===== config.mk =====
export PLATFORM = sky130hd
export DESIGN_NAME = uart_tx
export DESIGN_NICKNAME = d
export VERILOG_FILES = /design/src/rtl/uart_tx.sv
export SDC_FILE = /design/constraint.sdc
export NUM_CORES = 1
export LEC_CHECK = 0
export BUFFER_PORTS_ARGS = -buffer_cell sky130_fd_sc_hd__buf_2
export CORE_AREA = 2 2 51 53
export CTS_BUF_LIST = sky130_fd_sc_hd__clkbuf_8
export CTS_CLUSTER_SIZE = 25
export DETAILED_ROUTE_END_ITERATION = 16
export DIE_AREA = 0 0 53 55
export PLACE_DENSITY_LB_ADDON = 0.1
export SLEW_MARGIN = 20
export SYNTH_ARGS = -nofsm -noshare
export SYNTH_HDL_FRONTEND = slang
export SYNTH_SLANG_ARGS = --single-unit

===== constraint.sdc =====
create_clock -name clk -period 2.9 [get_ports clk]
set_clock_uncertainty 0.15 [all_clocks]
set_input_delay 0.145 -clock clk [delete_from_list [all_inputs] [get_ports clk]]
set_output_delay 0.145 -clock clk [all_outputs]
set_load 0.05 [all_outputs]

===== src/rtl/uart_tx.sv =====
// rtl/uart_tx.sv - UART transmitter: start, DATA_BITS LSB first, optional even parity (UART_TX_PARITY_EN), stop
module uart_tx #(
    parameter int DATA_BITS  = 8,
    parameter int OVERSAMPLE = 16,
    parameter int STOP_TICKS = 16
) (
    input  logic                 clk,
    input  logic                 rst_n,
    input  logic                 s_tick,
    input  logic [DATA_BITS-1:0] tx_data,
    input  logic                 tx_start,
    output logic                 tx_ready,
    output logic                 tx_busy,
    output logic                 tx_done,
    output logic                 tx
);

    localparam int CNT_MAX = (OVERSAMPLE > STOP_TICKS) ? OVERSAMPLE : STOP_TICKS;
    localparam int CW      = (CNT_MAX > 1) ? $clog2(CNT_MAX) : 1;
    localparam int IW      = (DATA_BITS > 1) ? $clog2(DATA_BITS) : 1;

    typedef enum logic [2:0] {
        IDLE,
        START,
        DATA,
`ifdef UART_TX_PARITY_EN
        PARITY,
`endif
        STOP
    } state_t;

    state_t                state;
    logic [CW-1:0]         tick_cnt;
    logic [IW-1:0]         bit_idx;
    logic [DATA_BITS-1:0]  shift;
`ifdef UART_TX_PARITY_EN
    logic                  parity_bit;
`endif

    logic bit_end;
    logic stop_end;

    assign bit_end  = s_tick && (tick_cnt == CW'(OVERSAMPLE - 1));
    assign stop_end = s_tick && (tick_cnt == CW'(STOP_TICKS - 1));

    always_ff @(posedge clk or negedge rst_n) begin
        if (!rst_n) begin
            state      <= IDLE;
            tick_cnt   <= '0;
            bit_idx    <= '0;
            shift      <= '0;
            tx         <= 1'b1;
            tx_ready   <= 1'b1;
            tx_busy    <= 1'b0;
            tx_done    <= 1'b0;
`ifdef UART_TX_PARITY_EN
            parity_bit <= 1'b0;
`endif
        end else begin
            tx_done <= 1'b0;
            case (state)
                IDLE: begin
                    // A tick coinciding with the accept edge is deliberately dropped.
                    if (tx_start) begin
                        shift      <= tx_data;
                        tick_cnt   <= '0;
                        bit_idx    <= '0;
                        state      <= START;
                        tx         <= 1'b0;
                        tx_ready   <= 1'b0;
                        tx_busy    <= 1'b1;
`ifdef UART_TX_PARITY_EN
                        parity_bit <= ^tx_data;
`endif
                    end
                end
                START: begin
                    if (bit_end) begin
                        tick_cnt <= '0;
                        bit_idx  <= '0;
                        state    <= DATA;
                        tx       <= shift[0];
                    end else if (s_tick) begin
                        tick_cnt <= tick_cnt + 1'b1;
                    end
                end
                DATA: begin
                    if (bit_end) begin
                        tick_cnt <= '0;
                        if (bit_idx == IW'(DATA_BITS - 1)) begin
`ifdef UART_TX_PARITY_EN
                            state <= PARITY;
                            tx    <= parity_bit;
`else
                            state <= STOP;
                            tx    <= 1'b1;
`endif
                        end else begin
                            shift   <= shift >> 1;
                            tx      <= shift[1];
                            bit_idx <= bit_idx + 1'b1;
                        end
                    end else if (s_tick) begin
                        tick_cnt <= tick_cnt + 1'b1;
                    end
                end
`ifdef UART_TX_PARITY_EN
                PARITY: begin
                    if (bit_end) begin
                        tick_cnt <= '0;
                        state    <= STOP;
                        tx       <= 1'b1;
                    end else if (s_tick) begin
                        tick_cnt <= tick_cnt + 1'b1;
                    end
                end
`endif
                STOP: begin
                    if (stop_end) begin
                        tick_cnt <= '0;
                        state    <= IDLE;
                        tx_done  <= 1'b1;
                        tx_ready <= 1'b1;
                        tx_busy  <= 1'b0;
                    end else if (s_tick) begin
                        tick_cnt <= tick_cnt + 1'b1;
                    end
                end
                default: begin
                    state    <= IDLE;
                    tick_cnt <= '0;
                    tx       <= 1'b1;
                    tx_ready <= 1'b1;
                    tx_busy  <= 1'b0;
                end
            endcase
        end
    end

endmodule


==> qor.txt <==
Status -> complete, no violations
Die Y -> 55 microns
Post-synth EDFFs -> 0
Fin crit share -> 74.5%
Post-route cell area -> 1500 sq um
FF+latch area -> 528 sq um
Logic pwr share -> 54.9%
Final setup TNS -> 0 ns
Sink Count -> 21
Max-slew violations -> 0
RSZ-0062 raised after global routing -> false
# IOs -> 16
Hold Crit Depth -> 3
Startpoint of the worst hold path -> tx_data[7]
Minimum clock period -> 2.16 ns
Final Hold Viols -> 0
R2R cell count -> 7
Clk_lat worst skew -> 0.27 ns
Startpoint types -> register
Nets@finish -> 182
Yosys reg bits -> 21
Worst min path class -> primary input to register
Drt total wl -> 2.83 mm
P per Cell Area -> 1030 nW/um^2
Global-route wire length before repair -> 4.37 mm
Main synth FF type -> dfrtp_1
Die area -> 2920 sq um
R2r setup slk -> 0.74 ns
Clock slew at reported path FFs -> 0.08 ns
VDD IR max -> 0.642 mV
Syn. warnings -> 0
Reg-to-reg startpoint -> state[0]
Sequential power share -> 32.4%
Switching Fraction -> 45.1%
Worst slew pin tran -> 0.484 ns
Wirelength per Cell -> 14.9 microns
Filler cells -> 199
CTS tree -> built
Commonest non-fill, non-tap cell in the layout -> dfrtp_1
Setup repair bufs after CTS -> 0
Largest net degree at the start of global routing -> 22
F_max -> 463 MHz
Final setup fails -> 0
Core Box Area -> 2360 sq um
Clock root cell -> clkbuf_8
Vias in the first global route -> 975
Share of cells above drive strength 1 -> 20.1%
Most frequent cells in the layout -> dfrtp_1, a21oi_1, buf_2
Data required, critical path -> 2.88 ns
Gr ovfl total -> 0
Via count -> 1116
Int Pwr -> 0.000850 W
Inserted Diodes -> 0
H-tree depth -> 1
Routability cong. -> 0.798
Synth unique cells -> 45
Clock Path Buffers -> 2
DP HPWL -> 2.03 mm
DR DRC count -> 0
Max-cap violations -> 0
Multi-input gate area -> 771 sq um
Post-route ant nets -> 0
Worst reg2reg endpoint -> bit_idx[2]
Syn avg cell area -> 9.37 sq um
Post-synthesis sequential area ratio -> 38.9%
Synth Net Count -> 167
Total Power -> 0.00155 W
Async S/R FF share, synth -> 100%
Die width -> 53 microns
NetSw -> 0.000699 W
Initial core utilization -> 57.5%
DRT Pass-1 Iters -> 4
Total CTS buffers -> 3
Syn Inst Count -> 145
PostCTS Resize Cnt -> 0
Detail-routed via count per cell -> 5.90
Slew headroom -> 67.7%
Leakage power -> 0.667 nW
Critical path arrival -> 2.14 ns
CP Class -> register to register
WHS Endpoint -> shift[7]
Overall Global Routing Usage -> 20.9%
Initial antenna violation count -> 0
CP Max Fanout -> 17
Clock share of power -> 12.7%
Worst setup EP type -> register
FP Rows -> 18
Placed cell area -> 1440 sq um
Synthesized cell area -> 1360 sq um
Port bufs -> 15
Initial drt markers -> 26
Layout area overhead -> 10.2%
metrics by stage:
stage	util, %	hold slack (ns)	setup WS (ns)	cells
after CTS	63.3	0.00410	0.739	189
after global placement	61.0	-0.0239	0.818	184
after floorplan	-	-0.301	1.05	145
final	63.3	0.0138	0.740	189
after detailed placement	61.0	-0.0137	0.750	184
after global routing	63.3	0.0323	0.607	189
registers in the layout, summed over array words and instances (netlist names):
register	flops
shift	8
tick_cnt	4
bit_idx	3
state	2
tx	1
tx_busy	1
tx_done	1
tx_ready	1
layout make-up:
class	count	share of cell area [%]
inverters	4	1.00
well taps	30	2.51
clock inverters	1	0.334
multi-input cells	112	51.5
clock buffers	3	2.76
flip-flops and latches	21	35.3
repair buffers	18	6.68
what timing repair did:
action	4_1_cts	5_1_grt
hold endpoints to repair	19	0
hold buffers	1	0
endpoints found under the setup margin	0	0
power by group through the flow:
stage | logic [W] | clock network (W) | registers [W]
global placement | 0.000822 | 0 | 0.000497
finish | 0.000850 | 0.000197 | 0.000502
detailed placement | 0.000849 | 0 | 0.000503
global route | 0.000930 | 0.000216 | 0.000512
CTS | 0.000853 | 0.000203 | 0.000498
floorplan | 0.000619 | 0 | 0.000560
kinds of logic (layout without fill, tap and decap cells):
group | count (synthesis) | in the layout | synth area share, %
fa+ha+maj | 10 | 10 | 9.21
simple gates | 54 | 54 | 21.4
flops | 21 | 21 | 38.9
compound gates | 47 | 47 | 25.3
buf+inv | 12 | 26 | 4.42
mux | 1 | 1 | 0.829
critical path, stage by stage, from the launching register on:
cell     delay (ns)
dfrtp_1        0.42
inv_1          0.10
ha_1           0.38
nor2b_1        0.21
buf_4          0.18
or4_4          0.43
nand2_1        0.08
o21ai_0        0.08
cells in the mapped netlist, types with 2 or more instances:
cell / instances / area share, %
a21oi_1: 15 / 5.5
nor2_1: 10 / 2.8
inv_1: 4 / 1.1
o21ai_1: 3 / 1.1
nand2b_1: 7 / 3.2
ha_1: 10 / 9.2
o221ai_1: 2 / 1.3
and2b_1: 2 / 1.1
a22o_1: 2 / 1.3
dfstp_2: 2 / 3.9
nand2_1: 11 / 3.0
o21ai_0: 9 / 3.3
nand3_1: 13 / 4.8
clkbuf_1: 2 / 0.55
and2_1: 2 / 0.92
buf_2: 3 / 1.1
o211ai_1: 2 / 1.1
dfrtp_1: 19 / 35
worst max-delay path by stage:
stage | start | endpoint | cells after the start
final | state[0] | bit_idx[2] | 7
after floorplan | state[0] | bit_idx[0] | 7
after detailed placement | state[0] | bit_idx[0] | 7
after global placement | state[0] | bit_idx[2] | 7
after CTS | state[0] | bit_idx[0] | 7
after global routing | state[0] | bit_idx[2] | 7
per-layer routing:
metal / vias up / share of wire, % / GRT usage [%]
li1: 557 / - / -
met1: 531 / 47 / 26.8
met2: 24 / 49 / 35.8
met3: 4 / 3.4 / 3.23
met4: 0 / 0.81 / 8.12
met5: - / 0 / 0
(Power assumes the default switching activity.)
